==> src/rtl/dcache_coherence_port_if.sv <==
`default_nettype none
// ============================================================================
// Module   : dcache_coherence_port_if
// Brief    : Cache, snoop and memory-controller signals of one core's port
// Revision : 1.0  initial release
// ============================================================================
interface dcache_coherence_port_if #(
  parameter int ADDR_W = 32,
  parameter int WORD_W = 32
);
  logic              miss_req;
  logic [ADDR_W-1:0] miss_addr;
  logic              miss_rdx;
  logic              evict_req;
  logic [ADDR_W-1:0] evict_addr;
  logic [WORD_W-1:0] evict_w0;
  logic [WORD_W-1:0] evict_w1;
  logic              miss_done;
  logic [WORD_W-1:0] fill_w0;
  logic [WORD_W-1:0] fill_w1;
  logic              evict_done;
  logic [ADDR_W-1:0] snp_addr;
  logic              snp_hit;
  logic              snp_dirty;
  logic [WORD_W-1:0] snp_w0;
  logic [WORD_W-1:0] snp_w1;
  logic              snp_inv;
  logic              snp_clean;
  logic              dREN;
  logic              dWEN;
  logic [ADDR_W-1:0] daddr;
  logic [WORD_W-1:0] dstore;
  logic              dwait;
  logic [WORD_W-1:0] dload;
  logic              cctrans;
  logic              ccwrite;
  logic              ccwait;
  logic              ccinv;
  logic [ADDR_W-1:0] ccsnoopaddr;

  modport master (
    input  miss_req, miss_addr, miss_rdx, evict_req, evict_addr, evict_w0, evict_w1,
           snp_hit, snp_dirty, snp_w0, snp_w1, dwait, dload, ccwait, ccinv, ccsnoopaddr,
    output miss_done, fill_w0, fill_w1, evict_done, snp_addr, snp_inv, snp_clean,
           dREN, dWEN, daddr, dstore, cctrans, ccwrite
  );

  modport slave (
    output miss_req, miss_addr, miss_rdx, evict_req, evict_addr, evict_w0, evict_w1,
           snp_hit, snp_dirty, snp_w0, snp_w1, dwait, dload, ccwait, ccinv, ccsnoopaddr,
    input  miss_done, fill_w0, fill_w1, evict_done, snp_addr, snp_inv, snp_clean,
           dREN, dWEN, daddr, dstore, cctrans, ccwrite
  );
endinterface
`default_nettype wire

==> src/rtl/dcache_coherence_port.sv <==
`default_nettype none
// ============================================================================
// Module   : dcache_coherence_port
// Brief    : Per-core dcache bus front end: miss fill, victim writeback, snoops.
//            Optional DCP_SNOOP_STATS_EN adds snoop hit / supply counters.
// Revision : 1.0  initial release
// ============================================================================
module dcache_coherence_port #(
  parameter int CPUID  = 0,
  parameter int ADDR_W = 32,
  parameter int WORD_W = 32
) (
  input  logic CLK,
  input  logic RST,
`ifdef DCP_SNOOP_STATS_EN
  output logic [15:0] snp_hit_cnt,
  output logic [15:0] snp_supply_cnt,
`endif
  dcache_coherence_port_if.master bus
);

  typedef enum logic [3:0] {
    IDLE  = 4'd0,
    SNP   = 4'd1,
    SWB0  = 4'd2,
    SWB1  = 4'd3,
    EWB0  = 4'd4,
    EWB1  = 4'd5,
    FILL0 = 4'd6,
    FILL1 = 4'd7,
    DONE  = 4'd8
  } state_t;

  state_t            r_state;
  state_t            w_next;
  logic [ADDR_W-4:0] r_blk;
  logic              r_rdx;
  logic              r_inv;
  logic [WORD_W-1:0] r_sw0;
  logic [WORD_W-1:0] r_sw1;
  logic [WORD_W-1:0] r_fill0;
  logic [WORD_W-1:0] r_fill1;
  logic              w_acc;
  logic              w_unused;

  assign w_acc       = !bus.dwait;
  assign w_unused    = ^{bus.miss_addr[2:0], bus.evict_addr[2:0], bus.ccsnoopaddr[2:0]};
  assign bus.fill_w0 = r_fill0;
  assign bus.fill_w1 = r_fill1;

  always_ff @(posedge CLK or posedge RST) begin
    if (RST) begin
      r_state <= IDLE;
      r_blk   <= '0;
      r_rdx   <= 1'b0;
      r_inv   <= 1'b0;
      r_sw0   <= '0;
      r_sw1   <= '0;
      r_fill0 <= '0;
      r_fill1 <= '0;
    end else begin
      r_state <= w_next;
      case (r_state)
        IDLE: begin
          if (!bus.ccwait) begin
            if (bus.evict_req) begin
              r_blk <= bus.evict_addr[ADDR_W-1:3];
            end else if (bus.miss_req) begin
              r_blk <= bus.miss_addr[ADDR_W-1:3];
              r_rdx <= bus.miss_rdx;
            end
          end
        end
        // Snooped line is captured here so the cache may keep working on its arrays.
        SNP: begin
          r_blk <= bus.ccsnoopaddr[ADDR_W-1:3];
          r_inv <= bus.ccinv;
          r_sw0 <= bus.snp_w0;
          r_sw1 <= bus.snp_w1;
        end
        FILL0: if (w_acc) r_fill0 <= bus.dload;
        FILL1: if (w_acc) r_fill1 <= bus.dload;
        default: ;
      endcase
    end
  end

  always_comb begin
    w_next         = r_state;
    bus.miss_done  = 1'b0;
    bus.evict_done = 1'b0;
    bus.snp_addr   = '0;
    bus.snp_inv    = 1'b0;
    bus.snp_clean  = 1'b0;
    bus.dREN       = 1'b0;
    bus.dWEN       = 1'b0;
    bus.daddr      = '0;
    bus.dstore     = '0;
    bus.cctrans    = 1'b0;
    bus.ccwrite    = 1'b0;
    case (r_state)
      IDLE: begin
        if (bus.ccwait)         w_next = SNP;
        else if (bus.evict_req) w_next = EWB0;
        else if (bus.miss_req)  w_next = FILL0;
      end
      SNP: begin
        bus.snp_addr = {bus.ccsnoopaddr[ADDR_W-1:3], 3'b000};
        if (bus.snp_hit && bus.snp_dirty) begin
          w_next = SWB0;
        end else begin
          bus.snp_inv = bus.snp_hit && bus.ccinv;
          w_next      = IDLE;
        end
      end
      SWB0, SWB1: begin
        bus.dWEN    = 1'b1;
        bus.ccwrite = 1'b1;
        bus.daddr   = {r_blk, (r_state == SWB1), 2'b00};
        bus.dstore  = (r_state == SWB1) ? r_sw1 : r_sw0;
        if (w_acc) begin
          if (r_state == SWB0) begin
            w_next = SWB1;
          end else begin
            bus.snp_inv   = r_inv;
            bus.snp_clean = !r_inv;
            w_next        = IDLE;
          end
        end
      end
      EWB0, EWB1: begin
        bus.dWEN   = 1'b1;
        bus.daddr  = {r_blk, (r_state == EWB1), 2'b00};
        bus.dstore = (r_state == EWB1) ? bus.evict_w1 : bus.evict_w0;
        if (w_acc) begin
          bus.evict_done = (r_state == EWB1);
          w_next         = (r_state == EWB1) ? IDLE : EWB1;
        end
      end
      FILL0, FILL1: begin
        bus.dREN    = 1'b1;
        bus.cctrans = 1'b1;
        bus.ccwrite = r_rdx;
        bus.daddr   = {r_blk, (r_state == FILL1), 2'b00};
        if (w_acc) w_next = (r_state == FILL1) ? DONE : FILL1;
      end
      DONE: begin
        bus.miss_done = 1'b1;
        w_next        = IDLE;
      end
      default: w_next = IDLE;
    endcase
  end

`ifdef DCP_SNOOP_STATS_EN
  always_ff @(posedge CLK or posedge RST) begin
    if (RST) begin
      snp_hit_cnt    <= '0;
      snp_supply_cnt <= '0;
    end else begin
      if (r_state == SNP && bus.snp_hit && snp_hit_cnt != 16'hFFFF)
        snp_hit_cnt <= snp_hit_cnt + 16'd1;
      if (r_state == SWB1 && w_acc && snp_supply_cnt != 16'hFFFF)
        snp_supply_cnt <= snp_supply_cnt + 16'd1;
    end
  end
`else
  // Snoop statistics not built: no counter state exists.
`endif

`ifndef SYNTHESIS
  a_miss_held: assert property (@(posedge CLK) disable iff (RST)
      (r_state == FILL0 || r_state == FILL1) |-> bus.miss_req)
    else $error("dcache_coherence_port cpu%0d: miss_req dropped during fill", CPUID);
`endif

endmodule
`default_nettype wire

==> src/flat_wrapper.sv <==
// flat-port wrapper written by rule: the top's interface ports become plain ports
module dcache_coherence_port_flat 
#(
  parameter int CPUID  = 0,
  parameter int ADDR_W = 32,
  parameter int WORD_W = 32
)
  (CLK, RST, bus_miss_req, bus_miss_addr, bus_miss_rdx, bus_evict_req, bus_evict_addr, bus_evict_w0, bus_evict_w1, bus_snp_hit, bus_snp_dirty, bus_snp_w0, bus_snp_w1, bus_dwait, bus_dload, bus_ccwait, bus_ccinv, bus_ccsnoopaddr, bus_miss_done, bus_fill_w0, bus_fill_w1, bus_evict_done, bus_snp_addr, bus_snp_inv, bus_snp_clean, bus_dREN, bus_dWEN, bus_daddr, bus_dstore, bus_cctrans, bus_ccwrite);
  dcache_coherence_port_if #(.ADDR_W(ADDR_W), .WORD_W(WORD_W)) bus_i ();
  input  logic CLK;
  input  logic RST;
  input wire logic [$bits(bus_i.miss_req)-1:0] bus_miss_req;
  input wire logic [$bits(bus_i.miss_addr)-1:0] bus_miss_addr;
  input wire logic [$bits(bus_i.miss_rdx)-1:0] bus_miss_rdx;
  input wire logic [$bits(bus_i.evict_req)-1:0] bus_evict_req;
  input wire logic [$bits(bus_i.evict_addr)-1:0] bus_evict_addr;
  input wire logic [$bits(bus_i.evict_w0)-1:0] bus_evict_w0;
  input wire logic [$bits(bus_i.evict_w1)-1:0] bus_evict_w1;
  input wire logic [$bits(bus_i.snp_hit)-1:0] bus_snp_hit;
  input wire logic [$bits(bus_i.snp_dirty)-1:0] bus_snp_dirty;
  input wire logic [$bits(bus_i.snp_w0)-1:0] bus_snp_w0;
  input wire logic [$bits(bus_i.snp_w1)-1:0] bus_snp_w1;
  input wire logic [$bits(bus_i.dwait)-1:0] bus_dwait;
  input wire logic [$bits(bus_i.dload)-1:0] bus_dload;
  input wire logic [$bits(bus_i.ccwait)-1:0] bus_ccwait;
  input wire logic [$bits(bus_i.ccinv)-1:0] bus_ccinv;
  input wire logic [$bits(bus_i.ccsnoopaddr)-1:0] bus_ccsnoopaddr;
  output wire logic [$bits(bus_i.miss_done)-1:0] bus_miss_done;
  output wire logic [$bits(bus_i.fill_w0)-1:0] bus_fill_w0;
  output wire logic [$bits(bus_i.fill_w1)-1:0] bus_fill_w1;
  output wire logic [$bits(bus_i.evict_done)-1:0] bus_evict_done;
  output wire logic [$bits(bus_i.snp_addr)-1:0] bus_snp_addr;
  output wire logic [$bits(bus_i.snp_inv)-1:0] bus_snp_inv;
  output wire logic [$bits(bus_i.snp_clean)-1:0] bus_snp_clean;
  output wire logic [$bits(bus_i.dREN)-1:0] bus_dREN;
  output wire logic [$bits(bus_i.dWEN)-1:0] bus_dWEN;
  output wire logic [$bits(bus_i.daddr)-1:0] bus_daddr;
  output wire logic [$bits(bus_i.dstore)-1:0] bus_dstore;
  output wire logic [$bits(bus_i.cctrans)-1:0] bus_cctrans;
  output wire logic [$bits(bus_i.ccwrite)-1:0] bus_ccwrite;
  assign bus_i.miss_req = bus_miss_req;
  assign bus_i.miss_addr = bus_miss_addr;
  assign bus_i.miss_rdx = bus_miss_rdx;
  assign bus_i.evict_req = bus_evict_req;
  assign bus_i.evict_addr = bus_evict_addr;
  assign bus_i.evict_w0 = bus_evict_w0;
  assign bus_i.evict_w1 = bus_evict_w1;
  assign bus_i.snp_hit = bus_snp_hit;
  assign bus_i.snp_dirty = bus_snp_dirty;
  assign bus_i.snp_w0 = bus_snp_w0;
  assign bus_i.snp_w1 = bus_snp_w1;
  assign bus_i.dwait = bus_dwait;
  assign bus_i.dload = bus_dload;
  assign bus_i.ccwait = bus_ccwait;
  assign bus_i.ccinv = bus_ccinv;
  assign bus_i.ccsnoopaddr = bus_ccsnoopaddr;
  assign bus_miss_done = bus_i.miss_done;
  assign bus_fill_w0 = bus_i.fill_w0;
  assign bus_fill_w1 = bus_i.fill_w1;
  assign bus_evict_done = bus_i.evict_done;
  assign bus_snp_addr = bus_i.snp_addr;
  assign bus_snp_inv = bus_i.snp_inv;
  assign bus_snp_clean = bus_i.snp_clean;
  assign bus_dREN = bus_i.dREN;
  assign bus_dWEN = bus_i.dWEN;
  assign bus_daddr = bus_i.daddr;
  assign bus_dstore = bus_i.dstore;
  assign bus_cctrans = bus_i.cctrans;
  assign bus_ccwrite = bus_i.ccwrite;
  dcache_coherence_port #(.CPUID(CPUID), .ADDR_W(ADDR_W), .WORD_W(WORD_W)) u_core (.CLK(CLK), .RST(RST), .bus(bus_i));
endmodule
==> config.mk <==
export PLATFORM = sky130hd
export DESIGN_NAME = dcache_coherence_port_flat
export DESIGN_NICKNAME = d
export VERILOG_FILES = /design/src/rtl/dcache_coherence_port_if.sv /design/src/rtl/dcache_coherence_port.sv /design/src/flat_wrapper.sv
export SDC_FILE = /design/constraint.sdc
export NUM_CORES = 1
export LEC_CHECK = 0
export BUFFER_PORTS_ARGS = -buffer_cell sky130_fd_sc_hd__buf_2
export CAP_MARGIN = 20
export CORE_AREA = 4 4 166 168
export DETAILED_ROUTE_END_ITERATION = 8
export DIE_AREA = 0 0 170 172
export PLACE_DENSITY = 0.7
export SLEW_MARGIN = 5
export SYNTH_ARGS = -nofsm -noshare
export SYNTH_HDL_FRONTEND = slang
export SYNTH_SLANG_ARGS = --single-unit
==> constraint.sdc <==
create_clock -name CLK -period 9.45 [get_ports CLK]
set_input_delay 0.945 -clock CLK [delete_from_list [all_inputs] [get_ports CLK]]
set_output_delay 0.945 -clock CLK [all_outputs]
set_load 0.02 [all_outputs]
# == Word level (Yosys, flattened, before mapping) ==
# Index checks and enable logic that the tools add are counted.
# classes
eq_ne,14
n_mux,33
bitwise,3
n_reduce_logical,14
# ops
op,n
32-bit two-way mux,3
32-bit one-hot mux with 3 select lines,1
29-bit two-way mux,3
32-bit one-hot mux with 2 select lines,1
29-bit one-hot mux with 2 select lines,1
4-bit two-way mux,7
4-bit one-hot mux with 5 select lines,1
"4-bit by 3-bit == test with 1-bit output, second input constant",4
1-bit two-way mux,11
"4-bit by 2-bit == test with 1-bit output, second input constant",2
"2-bit != test, second input constant",4
4-bit AND reduction,2
2-bit OR reduction,3
"4-bit by 1-bit == test with 1-bit output, second input constant",1
"4-bit == test, second input constant",1
4-bit zero test,1
2-bit two-way mux,2
"4-bit != test, second input constant",1
1-bit one-hot mux with 2 select lines,2
2-bit AND reduction,2
4-bit OR reduction,1
3-bit two-way mux,1
"3-bit != test, second input constant",1
1-bit NOT,3
other kinds (4),5
# totals
reg_bits,163
input_bits,266
output_inout_bits,168

# == Depth between registers and ports, before layout ==
# Gate-level depths: netlist of the first run.
# depth
ltp_word,4
mapped_depth,7
ltp_nobuf,3

# == Worst setup path after synthesis of the first run ==
# No wires, ideal clock.
# synth_timing
kind,in2out
from,input bus_dwait
to,output bus_snp_inv
arrival_ns,1.541
t_required_ns,8.505
slack_ns,6.964
cell_stages,3
n_path_buf,0
cell_sequence,nor2b_1 > nand3_1 > o21ai_1
# synth_between
elab_chain_cells,2
# synth_rtl
element,line,source
start: declaration,flat_wrapper.sv:23,input wire logic [$bits(bus_i.dwait)-1:0] bus_dwait;
1-bit two-way mux,dcache_coherence_port.sv:121,if (w_acc) begin
1-bit one-hot mux with 2 select lines,dcache_coherence_port.sv:101,case (r_state)
end: declaration,flat_wrapper.sv:33,output wire logic [$bits(bus_i.snp_inv)-1:0] bus_snp_inv;
# No other way between the ends.

# == Worst setup path in the final report of the first run ==
# layout_timing
from,register u_core.r_state[1]
to,output bus_dstore[31]
# layout_between
elab_chain_cells,3
word_cells_on_any_way,9
cone_classes,4 x eq/ne; 3 x mux; 2 x reduce/logical
# layout_rtl
element,line,source
start: declaration,dcache_coherence_port.sv:34,state_t r_state;
start signal: assignment,dcache_coherence_port.sv:62,r_state <= w_next;
"4-bit by 3-bit == test with 1-bit output, or another cell as far along","dcache_coherence_port.sv:101, dcache_coherence_port.sv:134",
"32-bit two-way mux, or another cell as far along",dcache_coherence_port.sv:134,bus.dstore = (r_state == EWB1) ? bus.evict_w1 : bus.evict_w0;
32-bit one-hot mux with 2 select lines *,dcache_coherence_port.sv:101,
end: declaration,flat_wrapper.sv:38,output wire logic [$bits(bus_i.dstore)-1:0] bus_dstore;
# Every way passes the cells marked *; elsewhere a longest branch is shown, timed or not.

==> results of run 1 <==
-- state kept, by name, indices dropped and copies added (netlist names) --
register	count
u_core.bus.fill_w0	32
u_core.bus.fill_w1	32
u_core.r_sw0	32
u_core.r_sw1	32
u_core.r_blk	29
u_core.r_state	4
u_core.r_inv	1
u_core.r_rdx	1
-- layer usage --
layer  part of all wire (%)  up-vias  wire length [um]
met4                    1.9        4               461
met3                    9.7       22              2330
li1                       -     3072                 -
met5                   0.11        -                27
met1                     38     3142              9090
met2                     50      265             12000
-- per-stage QoR --
| stage | total power (W) | hold WS (ps) |
|---|---|---|
| after floorplan | 0.00261 | 457 |
| after global placement | 0.00318 | 463 |
| after detailed placement | 0.00323 | 469 |
| after CTS | 0.00392 | 485 |
| after global routing | 0.00413 | 500 |
| final | 0.00387 | 482 |
-- cells by family after synthesis --
| kind of cell | count (synthesis) |
|---|---|
| AO/OA/AOI/OAI | 43 |
| buffers and inverters | 59 |
| flip-flops | 163 |
| multiplexers | 280 |
| other | 1 |
| AND/OR/NAND/NOR | 89 |
-- layout by cell type, fill, tap and decap left out, types with 4 or more instances in the layout --
cell type,n
nor2_1,7
o22ai_1,33
and2_1,58
mux2i_1,64
dfrtp_1,162
clkbuf_16,17
buf_4,9
mux2_2,101
mux2_1,115
inv_6,6
conb_1,5
nor2b_1,4
buf_2,419
-- worst min path at each step --
stage	cells after the start	slack (ps)	to
2_1_floorplan	1	460	u_core.r_sw0[0]
3_3_place_gp	1	460	u_core.bus.fill_w0[1]
3_5_place_dp	1	470	u_core.bus.fill_w0[6]
4_1_cts	1	490	u_core.bus.fill_w0[3]
5_1_grt	1	500	u_core.bus.fill_w0[3]
6_report	1	480	u_core.bus.fill_w0[6]
-- power groups by stage --
stage | Clock (W) | Combinational, W | Sequential, W
6_report | 0.000667 | 0.00196 | 0.00124
5_1_grt | 0.000729 | 0.00212 | 0.00128
4_1_cts | 0.000698 | 0.00199 | 0.00124
3_5_place_dp | 0 | 0.00198 | 0.00125
3_3_place_gp | 0 | 0.00195 | 0.00123
2_1_floorplan | 0 | 0.00124 | 0.00137
-- final cells by class --
cell class / count / area, sq um / area share, %
Clock inverter: 14 / 139 / 1.23
Tap cell: 335 / 419 / 3.73
Antenna cell: 2 / 5.00 / 0.0445
Sequential cell: 163 / 4080 / 36.3
Multi-Input combinational cell: 417 / 3930 / 35.0
Inverter: 4 / 20.0 / 0.178
Clock buffer: 18 / 429 / 3.82
Timing Repair Buffer: 430 / 2220 / 19.7
==> metrics.csv, run 1 <==
stage,metric,value,unit
die,coreArea,25900,sq um
logic_synthesis,yosys-top-cells-area,"dfrtp_1, mux2_1, mux2_2",
placed_design,gp_congestion,0.797,
grt,grt_overflow,0,
logic_synthesis,synth_top_area_share,49.0,%
power_and_ir_drop,switching_share,41.8,%
drt,wl_per_cell,17.3,um
sta,grt_setup_unrepaired,false,
drt,drc,0,
grt,busiest_layer,met2,
critical_path,crit_family,flip-flops,
sta,skew,8.25,ps
min_path,hold_class,register to register,
power_and_ir_drop,p_leak,5.60,nW
critical_path,critical_path.slowest_cell,dfrtp_1,
logic_synthesis,syn_inst,635,
sta,hold_violations,0,
critical_path,critPathLaunchType,register,
power_and_ir_drop,pwr-share-seq,32.0,%
sta,report.final.slew_viol_count,0,
clock_network,cts_buffers,17,
sta,max_clock_freq,302,MHz
placed_design,port_buffers,419,
logic_synthesis,synth_fa_ha_area_share,0,%
grt,grt_pass1_wl,35.8,mm
die,start_util,32.1,%
power_and_ir_drop,pwr-share-clk,17.3,%
drt,vias,6505,
logic_synthesis,synth_compound_area_share,3.37,%
critical_path,cp.required,8510,ps
clock_network,cts_tree,built,
sta,setup_viol,0,
grt,grt_pass1_vias,6726,
placed_design,dp_cells,1348,
logic_synthesis,muxShareOfSynthArea,36.9,%
finish,fin_area,11200,sq um
grt,grt_use_met2,27.0,%
drt,antenna_left,0,
critical_path,rr_worst_depth,4,
die,die_w,170,um
die,die_height,172,um
drt,drt_iter0_markers,208,
sta,worst_slew_margin_rel,36.9,%
die,ioPinCount,434,
sta,setup_ws,6140,ps
drt,drt_wl_total,24.0,mm
die,fp-row-count,59,
logic_synthesis,synthArstFlopShare,100,%
logic_synthesis,syn_area,8320,sq um
flow_run,cap_violations,0,
clock_network,cts.clk_slew.worst_paths,70,ps
critical_path,cp-startpoint,u_core.r_state[1],
critical_path,crit_buf_inv,2,
sta,min_period,3310,ps
grt,track_usage,15.5,%
critical_path,reg2reg_to,u_core.r_sw0[13],
finish,fin_nets,1299,
logic_synthesis,seq_area_frac_synth,49.0,%
clock_network,cts.path.max_buffers,2,
clock_network,htreeDepth,4,
run_status,status,finished clean,
power_and_ir_drop,power.switching,0.00161,W
logic_synthesis,yosys-top-cells-count,"dfrtp_1, mux2_1, mux2_2",
clock_network,ctsHoldBuffers,0,
placed_design,dpl_worst_slack,6340,ps
power_and_ir_drop,combPwrFrac,50.8,%
finish,fin_util,43.4,%
finish,drive_gt1_share,54.4,%
drt,dr.pass1.iters,4,
critical_path,max_stage_delay,630,ps
clock_network,clock-sinks,163,
min_path,hold_start,u_core.bus.fill_w0[6],
die,die_area,29200,sq um
logic_synthesis,synth_cell_types,37,
logic_synthesis,dominantRegCellSynth,dfrtp_1,
logic_synthesis,synth_top_family_by_area,multiplexers,
finish,final.fill_count,2478,
sta,tightestPinTransition,946,ps
logic_synthesis,yosysWarnings,0,
logic_synthesis,ys_ff_latch,163,
finish,final_cells,1383,
critical_path,worstReg2RegStart,u_core.r_state[3],
logic_synthesis,synthSimpleGateAreaFrac,6.47,%
critical_path,setup.worst_path.end,bus_dstore[31],
critical_path,crit_chain,or3b_1 > buf_16 > o22ai_1 > buf_2,
sta,period_share,35.0,%
power_and_ir_drop,p_per_area,344,nW/um^2
grt,met1_usage,17.9,%
placed_design,place_area,10600,sq um
placed_design,post-dp-hpwl,18.3,mm
critical_path,r2r_setup_slack,6910,ps
logic_synthesis,synth-edff-count,0,
drt,drt-vias-per-instance,4.70,
critical_path,cp.depth,4,
sta,setup_tns,0,ps
critical_path,critical_path_class,register to primary output,
clock_network,insertion_delay,410,ps
clock_network,ctsResizeCount,0,
grt,grt_antenna_before_repair,3,
finish,area_growth,35.2,%
critical_path,endpoint_kind,primary output,
power_and_ir_drop,peakVddDrop,0.157,mV
logic_synthesis,synthMostInstantiatedCell,dfrtp_1,
grt,met3_usage,5.42,%
clock_network,cts_setup_buffers,0,
logic_synthesis,synth_top_area_cell,dfrtp_1,
critical_path,path_max_fanout,27,
grt,grt_max_degree,92,
logic_synthesis,syn_avg_cell_area,13.1,sq um
clock_network,cts_root_buf,clkbuf_16,
power_and_ir_drop,internal_power,0.00225,W
critical_path,critPathArrivalTime,2370,ps
logic_synthesis,synth_xor_area_share,0,%
(Power assumes the default switching activity.)
==> run 2, diff against run 1 <==
- ABC_AREA: not set -> 1
- PLACE_DENSITY: 0.7 -> 0.73
- clock period: 9.45 -> 2.9 ns (I/O delays scaled with it)
==> metrics.csv, run 2 <==
stage,metric,value,unit
drt,dr.pass1.iters,5,
critical_path,worstReg2RegStart,u_core.r_state[1],
sta,setup_tns,0,ps
power_and_ir_drop,power.switching,0.00590,W
power_and_ir_drop,peakVddDrop,0.519,mV
logic_synthesis,syn_inst,1214,
placed_design,post-dp-hpwl,21.0,mm
power_and_ir_drop,combPwrFrac,50.6,%
logic_synthesis,yosys-top-cells-count,"nand2_1, o21ai_0, dfrtp_1",
logic_synthesis,synth-edff-count,0,
placed_design,dpl_worst_slack,653,ps
finish,final_cells,1950,
drt,vias,8993,
clock_network,clock-sinks,163,
grt,grt_pass1_wl,43.3,mm
finish,area_growth,34.5,%
sta,setup_ws,215,ps
critical_path,endpoint_kind,primary output,
finish,fin_area,11500,sq um
sta,min_period,2690,ps
grt,grt_max_degree,97,
clock_network,cts_buffers,17,
logic_synthesis,synth_top_area_cell,dfrtp_1,
clock_network,ctsResizeCount,0,
sta,worst_slew_margin_rel,54.4,%
power_and_ir_drop,internal_power,0.00668,W
sta,hold_violations,0,
sta,tightestPinTransition,684,ps
finish,fin_nets,1868,
finish,final_common_cell,nand2_1,
logic_synthesis,dominantRegCellSynth,dfrtp_1,
drt,antenna_left,0,
sta,report.final.slew_viol_count,0,
grt,grt_pass1_vias,8552,
die,fp-row-count,59,
min_path,hold_class,input port to register,
drt,drt_wl_total,28.2,mm
logic_synthesis,syn_area,8560,sq um
clock_network,cts.clk_slew.worst_paths,70,ps
power_and_ir_drop,p_per_area,1090,nW/um^2
die,coreArea,25900,sq um
critical_path,critical_path_class,register to primary output,
clock_network,cts.path.max_buffers,2,
power_and_ir_drop,switching_share,46.9,%
clock_network,cts_setup_buffers,0,
logic_synthesis,synth_top_area_share,47.6,%
critical_path,cp.required,2610,ps
run_status,status,finished clean,
finish,drive_gt1_share,30.7,%
drt,drt-vias-per-instance,4.61,
power_and_ir_drop,p_leak,6.65,nW
finish,antennaDiodeCount,0,
power_and_ir_drop,pwr-share-clk,18.4,%
critical_path,critPathArrivalTime,2400,ps
logic_synthesis,yosysWarnings,0,
finish,final_cell_mix,"nand2_1, buf_2, o21ai_0",
die,die_height,172,um
grt,grt_antenna_before_repair,2,
logic_synthesis,synth_cell_types,27,
placed_design,gp_congestion,0.903,
flow_run,cap_violations,0,
logic_synthesis,synthArstFlopShare,100,%
sta,grt_setup_unrepaired,false,
die,ioPinCount,434,
grt,grt_overflow,0,
placed_design,dp_cells,1917,
drt,drt_iter0_markers,497,
die,die_w,170,um
logic_synthesis,ys_ff_latch,163,
power_and_ir_drop,pwr-share-seq,31.0,%
grt,track_usage,18.3,%
clock_network,insertion_delay,420,ps
critical_path,cp-startpoint,u_core.r_state[1],
logic_synthesis,seq_area_frac_synth,47.6,%
logic_synthesis,synthMostInstantiatedCell,nand2_1,
placed_design,port_buffers,419,
sta,period_share,92.6,%
critical_path,path_max_fanout,33,
sta,setup_viol,0,
die,die_area,29200,sq um
sta,max_clock_freq,372,MHz
logic_synthesis,yosys-top-cells-area,"dfrtp_1, nand2_1, o21ai_0",
clock_network,cts_root_buf,clkbuf_16,
clock_network,cts_tree,built,
die,start_util,33.1,%
placed_design,place_area,10900,sq um
critical_path,critPathLaunchType,register,
clock_network,htreeDepth,4,
drt,drc,0,
logic_synthesis,syn_avg_cell_area,7.05,sq um
drt,wl_per_cell,14.5,um
sta,skew,15.3,ps
min_path,hold_start,bus_snp_w1[18],
run 2: cell types whose count changed in the layout (fill, tap and decap cells not counted), moves of 64 or more:
cell	before	now
mux2_1	115	0
mux2i_1	64	0
mux2_2	101	0
inv_1	2	129
o21ai_0	3	170
nand2_1	3	484
run 2: critical path, stage by stage (launching register included):
cell and delay [ps]:
dfrtp_1 580, nor2_8 350, nand2_2 420, o21ai_0 380
o21ai_1 80, buf_2 160
run 2: what timing repair did:
action | 4_1_cts | 5_1_grt
hold buffers | 1 | 0
setup endpoints to repair | 0 | 0
hold endpoints to repair | 4 | 0
run 2: logic make-up (layout without fill, tap and decap cells):
group / after synthesis / after routing / synth area share, %
and+or+nand+nor: 576 / 576 / 26.1
AOI/OAI and AO/OA: 258 / 258 / 15.1
buffers and inverters: 216 / 613 / 11.1
DFF: 163 / 163 / 47.6
other: 1 / 5 / 0.0438
run 2: metrics by stage:
| stage | hold slack [ps] | power, W | utilization, % |
|---|---|---|---|
| finish | 64.5 | 0.0126 | 44.5 |
| global route | 40.0 | 0.0137 | 44.5 |
| CTS | 41.7 | 0.0127 | 44.5 |
| detailed placement | 218 | 0.0103 | 42.1 |
| global placement | 216 | 0.0102 | 42.1 |
| floorplan | 400 | 0.00823 | - |
run 2: per-layer routing:
metal	GRT usage, %	wire length (um)
met1	22.9	11600
met2	31.2	13700
met3	5.40	2460
met4	4.79	409
met5	0	15
run 2: area by class of cell:
type | count | area, sq um
clock inverter | 13 | 171
clock buffer | 19 | 433
tap | 335 | 419
inverter | 135 | 513
sequential | 163 | 4080
timing repair buffer | 446 | 2340
multi-input combinational | 839 | 3570
fill | 2674 | 14400
run 2: worst paths after layout:
path	cells after the start	slack, ps	end
max in group asynchronous	4	1880	u_core.r_blk[3]
max	5	210	bus_dstore[26]
min reg2reg	2	470	u_core.r_blk[28]
min in group asynchronous	3	330	u_core.bus.fill_w1[1]
max reg2reg	5	760	u_core.r_sw0[4]
min	3	60	u_core.r_sw1[18]
run 2: power groups by stage:
stage	clock [W]	combinational, W	sequential (W)
2_1_floorplan	0	0.00391	0.00432
3_3_place_gp	0	0.00630	0.00388
3_5_place_dp	0	0.00643	0.00392
4_1_cts	0.00240	0.00644	0.00390
5_1_grt	0.00250	0.00713	0.00402
6_report	0.00232	0.00637	0.00390
==> run 3, diff against run 2 <==
- PLACE_DENSITY: 0.73 -> 0.59
==> metrics.csv, run 3 (synthesis gave the netlist of run 2 again) <==
stage,metric,value,unit
drt,vias,8789,
critical_path,rr_worst_depth,5,
sta,grt_setup_unrepaired,false,
grt,grt_antenna_before_repair,4,
power_and_ir_drop,switching_share,47.7,%
critical_path,endpoint_kind,primary output,
power_and_ir_drop,pwr-share-clk,17.6,%
die,die_w,170,um
die,ioPinCount,434,
grt,grt_overflow,0,
sta,max_clock_freq,373,MHz
grt,grt_pass1_vias,8555,
flow_run,cap_violations,0,
sta,tightestPinTransition,795,ps
finish,drive_gt1_share,30.5,%
drt,drt_iter0_markers,596,
power_and_ir_drop,internal_power,0.00648,W
critical_path,critical_path_class,register to primary output,
grt,grt_max_degree,97,
sta,setup_tns,0,ps
critical_path,critPathLaunchType,register,
critical_path,r2r_setup_slack,700,ps
sta,min_period,2680,ps
clock_network,insertion_delay,420,ps
power_and_ir_drop,combPwrFrac,50.9,%
power_and_ir_drop,peakVddDrop,0.564,mV
drt,drt_wl_total,28.8,mm
drt,wl_per_cell,14.8,um
min_path,hold_start,bus_snp_w1[14],
clock_network,ctsResizeCount,0,
clock_network,cts_root_buf,clkbuf_16,
placed_design,gp_congestion,0.823,
sta,hold_violations,0,
drt,drc,0,
clock_network,cts_tree,built,
clock_network,cts_setup_buffers,0,
finish,fin_area,11500,sq um
drt,antenna_left,0,
grt,track_usage,18.9,%
die,die_area,29200,sq um
clock_network,cts.clk_slew.worst_paths,80,ps
power_and_ir_drop,p_per_area,1080,nW/um^2
sta,period_share,92.4,%
clock_network,ctsHoldBuffers,1,
sta,report.final.slew_viol_count,0,
placed_design,post-dp-hpwl,21.4,mm
placed_design,port_buffers,419,
power_and_ir_drop,p_leak,6.62,nW
grt,grt_pass1_wl,44.4,mm
die,die_height,172,um
power_and_ir_drop,pwr-share-seq,31.5,%
critical_path,path_max_fanout,33,
finish,final_common_cell,nand2_1,
min_path,hold-path-endpoint,u_core.r_sw1[14],
clock_network,cts.path.max_buffers,2,
min_path,hold_class,input port to register,
sta,worst_slew_margin_rel,47.0,%
critical_path,cp.required,2610,ps
die,coreArea,25900,sq um
critical_path,critPathArrivalTime,2390,ps
critical_path,worstReg2RegStart,u_core.r_state[1],
sta,setup_viol,0,
finish,fin_nets,1864,
critical_path,reg2reg_to,u_core.r_sw0[4],
sta,whs,59.6,ps
clock_network,clock-sinks,163,
die,fp-row-count,59,
min_path,min_path_cells,3,
finish,final_cell_mix,"nand2_1, buf_2, o21ai_0",
sta,skew,9.70,ps
finish,area_growth,34.0,%
power_and_ir_drop,power.switching,0.00591,W
placed_design,place_area,10900,sq um
clock_network,htreeDepth,4,
drt,dr.pass1.iters,5,
clock_network,cts_buffers,17,
die,start_util,33.1,%
drt,drt-vias-per-instance,4.51,
run_status,status,finished clean,
-- run 3: power by group through the flow --
stage | registers, W | clock network, W | logic [W]
detailed placement | 0.00392 | 0 | 0.00641
CTS | 0.00390 | 0.00226 | 0.00642
global route | 0.00403 | 0.00236 | 0.00712
finish | 0.00390 | 0.00218 | 0.00631
floorplan | 0.00432 | 0 | 0.00391
global placement | 0.00389 | 0 | 0.00633
-- run 3: worst max-delay path, stage by stage, from the launching register on --
cell and delay, ps:
dfrtp_1 700, nor2_8 150, nand2_2 470, o21ai_0 140, o21ai_0 270, buf_2 220
-- run 3: final cells by class --
cell class / instances / area (sq um)
antenna: 3 / 7.51
clock inverter: 14 / 135
clock buffer: 18 / 429
multi-input combinational: 839 / 3570
inverter: 135 / 513
tap: 335 / 419
sequential: 163 / 4080
fill: 2765 / 14400
timing repair buffer: 442 / 2320
-- run 3: worst max-delay path by stage --
stage	from	to	slack, ps	cells after the start
final	u_core.r_state[1]	bus_dstore[0]	220	5
after global routing	u_core.r_state[1]	bus_dstore[0]	40	5
after CTS	u_core.r_state[1]	bus_dstore[0]	160	5
after detailed placement	u_core.r_state[1]	u_core.r_sw0[9]	630	5
after global placement	u_core.r_state[1]	bus_dstore[0]	670	5
after floorplan	RST	u_core.bus.fill_w0[0]	540	1
-- run 3: stage by stage --
stage	utilization (%)	power [W]	cells	worst slack (ps)
5_1_grt	44.3	0.0135	1948	36.5
3_5_place_dp	42.0	0.0103	1913	632
4_1_cts	44.2	0.0126	1946	164
6_report	44.3	0.0124	1949	222
2_1_floorplan	-	0.00823	1218	539
3_3_place_gp	42.0	0.0102	1913	669
-- run 3: per-layer routing --
metal | part of all wire [%] | routed length [um] | global-route usage (%)
met1 | 41 | 11800 | 23.5
met5 | 0.073 | 21 | 0
met4 | 1.4 | 405 | 4.41
met2 | 48 | 13900 | 31.6
met3 | 9.1 | 2620 | 6.68
